--- config.mk ---
export PLATFORM = sky130hd
export DESIGN_NAME = sync_ram
export DESIGN_NICKNAME = d
export VERILOG_FILES = /design/src/rtl/sync_ram.sv
export SDC_FILE = /design/constraint.sdc
export NUM_CORES = 1
export LEC_CHECK = 0
export ABC_AREA = 0
export CORE_MARGIN = 4
export CORE_UTILIZATION = 50
export DETAILED_ROUTE_END_ITERATION = 8
export PLACE_DENSITY = 0.76
export REMOVE_ABC_BUFFERS = 1
export SETUP_SLACK_MARGIN = 0.2
export SYNTH_ARGS = -nofsm -noshare
export SYNTH_HDL_FRONTEND = slang
export SYNTH_SLANG_ARGS = --single-unit
--- constraint.sdc ---
create_clock -name clk -period 2.3 [get_ports clk]
set_clock_uncertainty 0.05 [all_clocks]
set_input_delay 0.345 -clock clk [delete_from_list [all_inputs] [get_ports clk]]
set_output_delay 0.345 -clock clk [all_outputs]
set_load 0.02 [all_outputs]
--- src/rtl/sync_ram.sv ---
// Single-port synchronous RAM with request/ready handshake and optional zero-fill sweep.
// Read latency 1 cycle (out_valid pulse); ready is low during a sweep or while clear is asserted.
module sync_ram #(
    parameter int DATA_W     = 4,
    parameter int ADDR_W     = 2,
    parameter int INIT_CLEAR = 1
) (
    input  logic              clk,
    input  logic              rst,
    input  logic              memory_en,
    input  logic              read_write,
    input  logic [ADDR_W-1:0] address,
    input  logic [DATA_W-1:0] in,
    input  logic              clear,
    output logic [DATA_W-1:0] out,
    output logic              out_valid,
    output logic              ready,
    output logic              busy
);
    localparam int DEPTH = 2 ** ADDR_W;

    typedef enum logic {
        CLEAR = 1'b0,
        IDLE  = 1'b1
    } state_t;

    localparam state_t RST_STATE = (INIT_CLEAR != 0) ? CLEAR : IDLE;

    state_t            state;
    state_t            state_nxt;
    logic [ADDR_W-1:0] clr_cnt;
    logic [ADDR_W-1:0] clr_cnt_nxt;
    logic [DATA_W-1:0] mem [DEPTH];
    logic              accept;
    logic              wr_en;
    logic              rd_en;
    logic              sweep_en;

    assign ready    = (state == IDLE) && !clear;
    assign busy     = (state == CLEAR);
    // Nothing may touch the array or the read path while reset is held.
    assign accept   = memory_en && ready && !rst;
    assign wr_en    = accept && read_write;
    assign rd_en    = accept && !read_write;
    assign sweep_en = busy && !rst;

    always_ff @(posedge clk or posedge rst) begin
        if (rst) begin
            state   <= RST_STATE;
            clr_cnt <= '0;
        end else begin
            state   <= state_nxt;
            clr_cnt <= clr_cnt_nxt;
        end
    end

    always_comb begin
        state_nxt   = state;
        clr_cnt_nxt = clr_cnt;
        case (state)
            IDLE: begin
                if (clear) begin
                    state_nxt   = CLEAR;
                    clr_cnt_nxt = '0;
                end
            end
            CLEAR: begin
                if (clear) begin
                    clr_cnt_nxt = '0;
                end else if (clr_cnt == ADDR_W'(DEPTH - 1)) begin
                    state_nxt   = IDLE;
                    clr_cnt_nxt = '0;
                end else begin
                    clr_cnt_nxt = clr_cnt + ADDR_W'(1);
                end
            end
            default: begin
                state_nxt   = RST_STATE;
                clr_cnt_nxt = '0;
            end
        endcase
    end

    // Array has no reset: contents change only via accepted writes or the sweep.
    always_ff @(posedge clk) begin
        if (sweep_en) begin
            mem[clr_cnt] <= '0;
        end else if (wr_en) begin
            mem[address] <= in;
        end
    end

    always_ff @(posedge clk or posedge rst) begin
        if (rst) begin
            out       <= '0;
            out_valid <= 1'b0;
        end else begin
            out_valid <= rd_en;
            if (rd_en) begin
                out <= mem[address];
            end
        end
    end

endmodule

After elaboration in Yosys (flattened, before gate mapping)
Memories as Yosys holds them, arrays and structs flattened. A register that Yosys moved wholly into a read port is not among the register bits. Cells that the tools add are included.

Register bits after elaboration: 4. Memory bits (writable): 16. Input bits: 11. Output and inout port bits: 7. Logic and storage cells: 34. Memories kept: 1.

Add/sub/neg operators: 1. Eq/ne operators: 2. Muxes and demuxes: 16. Bitwise operators: 1. Reduce and logical (&&, ||, !) cells: 10.

Memories: mem (depth 4, width 4, rd ports 1, clocked after Yosys merged registers in 1, wr ports 1, line 33) `logic [DATA_W-1:0] mem [DEPTH];`.

Operators with widths (count): 1-bit two-way mux (9); 2-bit two-way mux (4); 1-bit logical AND (6); 4-bit two-way mux (1); 2-bit one-hot mux with 2 select lines (1); 4-bit OR reduction (1); 1-bit zero test (3); 2-bit by 1-bit adder with 2-bit output, second input constant (1); 2-bit == test, second input constant (1); 2-bit inequality test, second input constant (1); 1-bit one-hot mux with 2 select lines (1); 1-bit inverter (1).

Depth between registers and ports, before layout
Gate-level depths: netlist (run 1).

Word-level depth: 10. Gate-level depth with buffers: 4. Depth with buffers taken out: 4.

Worst setup path after synthesis (run 1)
Ideal clock, no wire load.

Path kind: register to register. Start: register state. End: memory mem[0][0], enable pin. Library setup time: 374 ps. Data arrival time: 1190 ps. Data required time: 1876 ps. Setup slack: 687 ps. Cell stages (with the launch flop): 4. Path buffers: 0. Clock period less this slack: 1613 ps. Cell sequence: dfrtp_1 > and4bb_4 > nand2_1 > o32ai_1.

Longest elaborated chain between the ends: 9. Elaborated cells on any way between the ends: 14.

Ends and longest elaborated chain: from (decl) (line 29) `state_t state;`; from (signal assigned) (line 52) `state <= state_nxt;`; 1-bit logical AND (line 39) `assign ready = (state == IDLE) && !clear;`; 1-bit logical AND (2 in series) (line 42) `assign accept = memory_en && ready && !rst;`; 1-bit logical AND (line 43) `assign wr_en = accept && read_write;`; 1-bit two-way mux (line 88) `end else if (wr_en) begin`; 1-bit two-way mux (line 86) `if (sweep_en) begin`; 1-bit two-way mux (not written as such) (line 89) `mem[address] <= in;`; 4-bit OR reduction (no source line); 2-bit two-way mux (no source line) / 1-bit two-way mux (equally long branches); to (decl) (line 33).

Several ways; a longest one is shown, not always the timed one.

Worst setup path in the final report (run 1)
Start: input clear. End: output ready.

Longest elaborated chain between the ends: 2.

Ends and longest elaborated chain: from (decl) (line 14) `input logic clear,`; 1-bit zero test (line 39); 1-bit logical AND (line 39); to (decl) (line 17) `output logic ready,`.

Every way passes these cells.

==> results of run 1 <==
worst paths after layout:
| kind | slack (ns) | cells after the start | end | startpoint |
|---|---|---|---|---|
| worst max-delay path | 0.31 | 3 | ready | clear |
| worst min-delay path | 0.31 | 3 | out[3] | rst |
| worst max register to register | 0.59 | 3 | mem[2][1] | state |
| worst min register to register | 0.49 | 1 | out[1] | out[1] |
| max in group asynchronous | 1.75 | 3 | state | rst |
| min in group clk | 0.49 | 1 | out[1] | out[1] |
through the flow:
step | cells | hold slack (ns) | util (%)
floorplan | 59 | 0.1161 | -
global placement | 106 | 0.4488 | 63.20
detailed placement | 106 | 0.4582 | 63.20
CTS | 110 | 0.3063 | 65.88
global route | 110 | 0.3379 | 65.94
finish | 110 | 0.3123 | 65.94
worst max-delay path, stage by stage:
cell and delay (ns):
clkdlybuf4s50_1 0.49, nor2_1 0.14, clkdlybuf4s50_1 0.62
power groups by stage:
stage / combinational (mW) / sequential, mW / clock [mW]
floorplan: 0.0975 / 0.568 / 0
global placement: 0.197 / 0.555 / 0
detailed placement: 0.207 / 0.560 / 0
CTS: 0.207 / 0.550 / 0.302
global route: 0.225 / 0.557 / 0.322
finish: 0.205 / 0.550 / 0.300
synth_stat cells, drive strengths merged:
| master | n |
|---|---|
| edfxtp | 16 |
| dfrtp | 8 |
| and3 | 5 |
| nor2 | 5 |
| inv | 4 |
| mux2 | 4 |
| mux4 | 4 |
| buf | 3 |
| a32o | 2 |
| o32ai | 2 |
| a21oi | 1 |
| and2 | 1 |
| and2b | 1 |
| and4bb | 1 |
| ha | 1 |
| mux2i | 1 |
| nand2 | 1 |
| nor3 | 1 |
| or3 | 1 |
layer usage:
layer,GRT usage [%],up-vias
met1,21.25,312
met4,8.085,0
met2,24.29,20
met5,0,-
met3,1.662,2
li1,-,282
layout make-up:
class | instances | area (um^2)
sequential | 24 | 681.9
fill | 152 | 668.1
multi-input combinational | 31 | 317.8
timing repair buffer | 20 | 192.7
tap | 27 | 33.78
clock inverter | 1 | 30.03
clock buffer | 3 | 22.52
inverter | 4 | 15.01
registers in the layout, summed over array words and instances (netlist names):
register	cells
clr_cnt	2
out_valid	1
mem	16
state	1
out	4
kinds of logic after synthesis:
group           Yosys count  synth area share [%]
mux                       9                 15.40
fa+ha+maj                 1                 1.203
compound gates            5                 4.091
buf+inv                   7                 3.970
simple gates             16                 9.869
flops                    24                 65.46
==> reports/metrics.yaml, run 1 <==
outcome: "complete, no violations"
place_area_um2: 1240
wl_per_cell_um: 16.91
clkSinkCount: 24
combPwrFrac_pct: 19.5
setup_ws_ns: 0.3093
p_per_area_nw_per_um2: 815.9
worstPathArrival_ns: 1.60
grt_overflow: 0
fp.dieH_um: 53.60
ys_seq_elements: 24
ys_warn_count: 0
required_ns: 1.90
dp_hpwl_mm: 1.473
ctsResizeCount: 0
insertion_delay_ns: 0.31
place.gp.congestion: 0.6708
hold_class: "primary input to async pin"
dr.pass1.iters: 4
start_kind: "primary input"
fin_crit_sh_pct: 86.55
irDropWorstVdd_v: 0.0005314
cts_made_buffers: 3
clock_path_buffers: 2
switching_share_pct: 23.47
die-area_um2: 2873
vias_per_cell: 5.600
drt-met1-wl_um: 837
grt_pass1_wl_mm: 3.036
synthTopCellsByArea: "edfxtp_1 (46%), dfrtp_1 (19%), mux4_2 (8.7%)"
cts_tree: "done"
worstMarginPinSlew_ns: 0.3958
grt_max_degree: 15
cts.clk_slew.worst_paths_ns: 0.13
rows: 16
top_layer_used: "met4"
crit_fanout: 5
mostFrequentLayoutCell: "clkdlybuf4s50_1"
min_period_ns: 1.991
io_buffers: 17
grt_pass1_vias: 593
grtUsageTotal_pct: 15.48
start_util_pct: 53.00
avgSynthCellArea_um2: 16.77
finalHoldViolCount: 0
diodes: 0
nets: 96
pre_cts_slack_ns: 0.1142
cts_setup_buffers: 0
sequentialPowerShare_pct: 52.1
ant_nets: 0
slew_violations: 0
route.vias.total: 616
cp-end-kind: "output port"
drt_wl_total_mm: 1.860
synth-seq-area-share_pct: 65.46
synth_cell_types: 21
drive_gt1_share_pct: 27.71
maxSlewHeadroom_pct: 73.53
internal-power_uw: 807.8
fmax_ghz: 0.5023
final_cell_mix: "clkdlybuf4s50_1 (17), edfxtp_1 (16), dfrtp_1 (7), nor2_1 (5)"
io_pins: 18
netlist_area_um2: 1040
htree_num_levels: 1
setup_violations: 0
core_um2: 1962
stdcell_area_um2: 1294
ctsHoldBuffers: 0
antenna_found_initial: 0
synth_cells: 62
rsz0062_at_grt: "no"
wl_met3_um: 70
die_x_um: 53.60
dr.first_iter.drc_count: 14
power_frac_clock_pct: 28.4
root_buffer: "clkbuf_4"
wl_met2_um: 927
p_sw_uw: 247.7
drt_drc_violations_left: 0
yosys.area.top_type_share_pct: 46.21
drv_cap: 0
crit_type: "primary input to output port"
syn_to_final_growth_pct: 24.43
leakagePower_nw: 0.4993
finalPower_mw: 1.056
synth_area_leader_cell: "edfxtp_1"
tns_ns: 0
(Power assumes the default switching activity.)
==> inputs of run 2 (changes only) <==
--- a/config.mk
+++ b/config.mk
@@ -12,6 +12,7 @@
 export PLACE_DENSITY = 0.76
 export REMOVE_ABC_BUFFERS = 1
 export SETUP_SLACK_MARGIN = 0.2
+export SLEW_MARGIN = 20
 export SYNTH_ARGS = -nofsm -noshare
 export SYNTH_HDL_FRONTEND = slang
 export SYNTH_SLANG_ARGS = --single-unit
==> results of run 2 <==
The final DEF is identical to that of run 1; final timing and power are the same.
==> inputs of run 3 (changes only) <==
--- a/config.mk
+++ b/config.mk
@@ -16,3 +16,4 @@
 export SYNTH_ARGS = -nofsm -noshare
 export SYNTH_HDL_FRONTEND = slang
 export SYNTH_SLANG_ARGS = --single-unit
+export TNS_END_PERCENT = 1
==> results of run 3 <==
The final DEF is identical to that of run 1; final timing and power are the same.
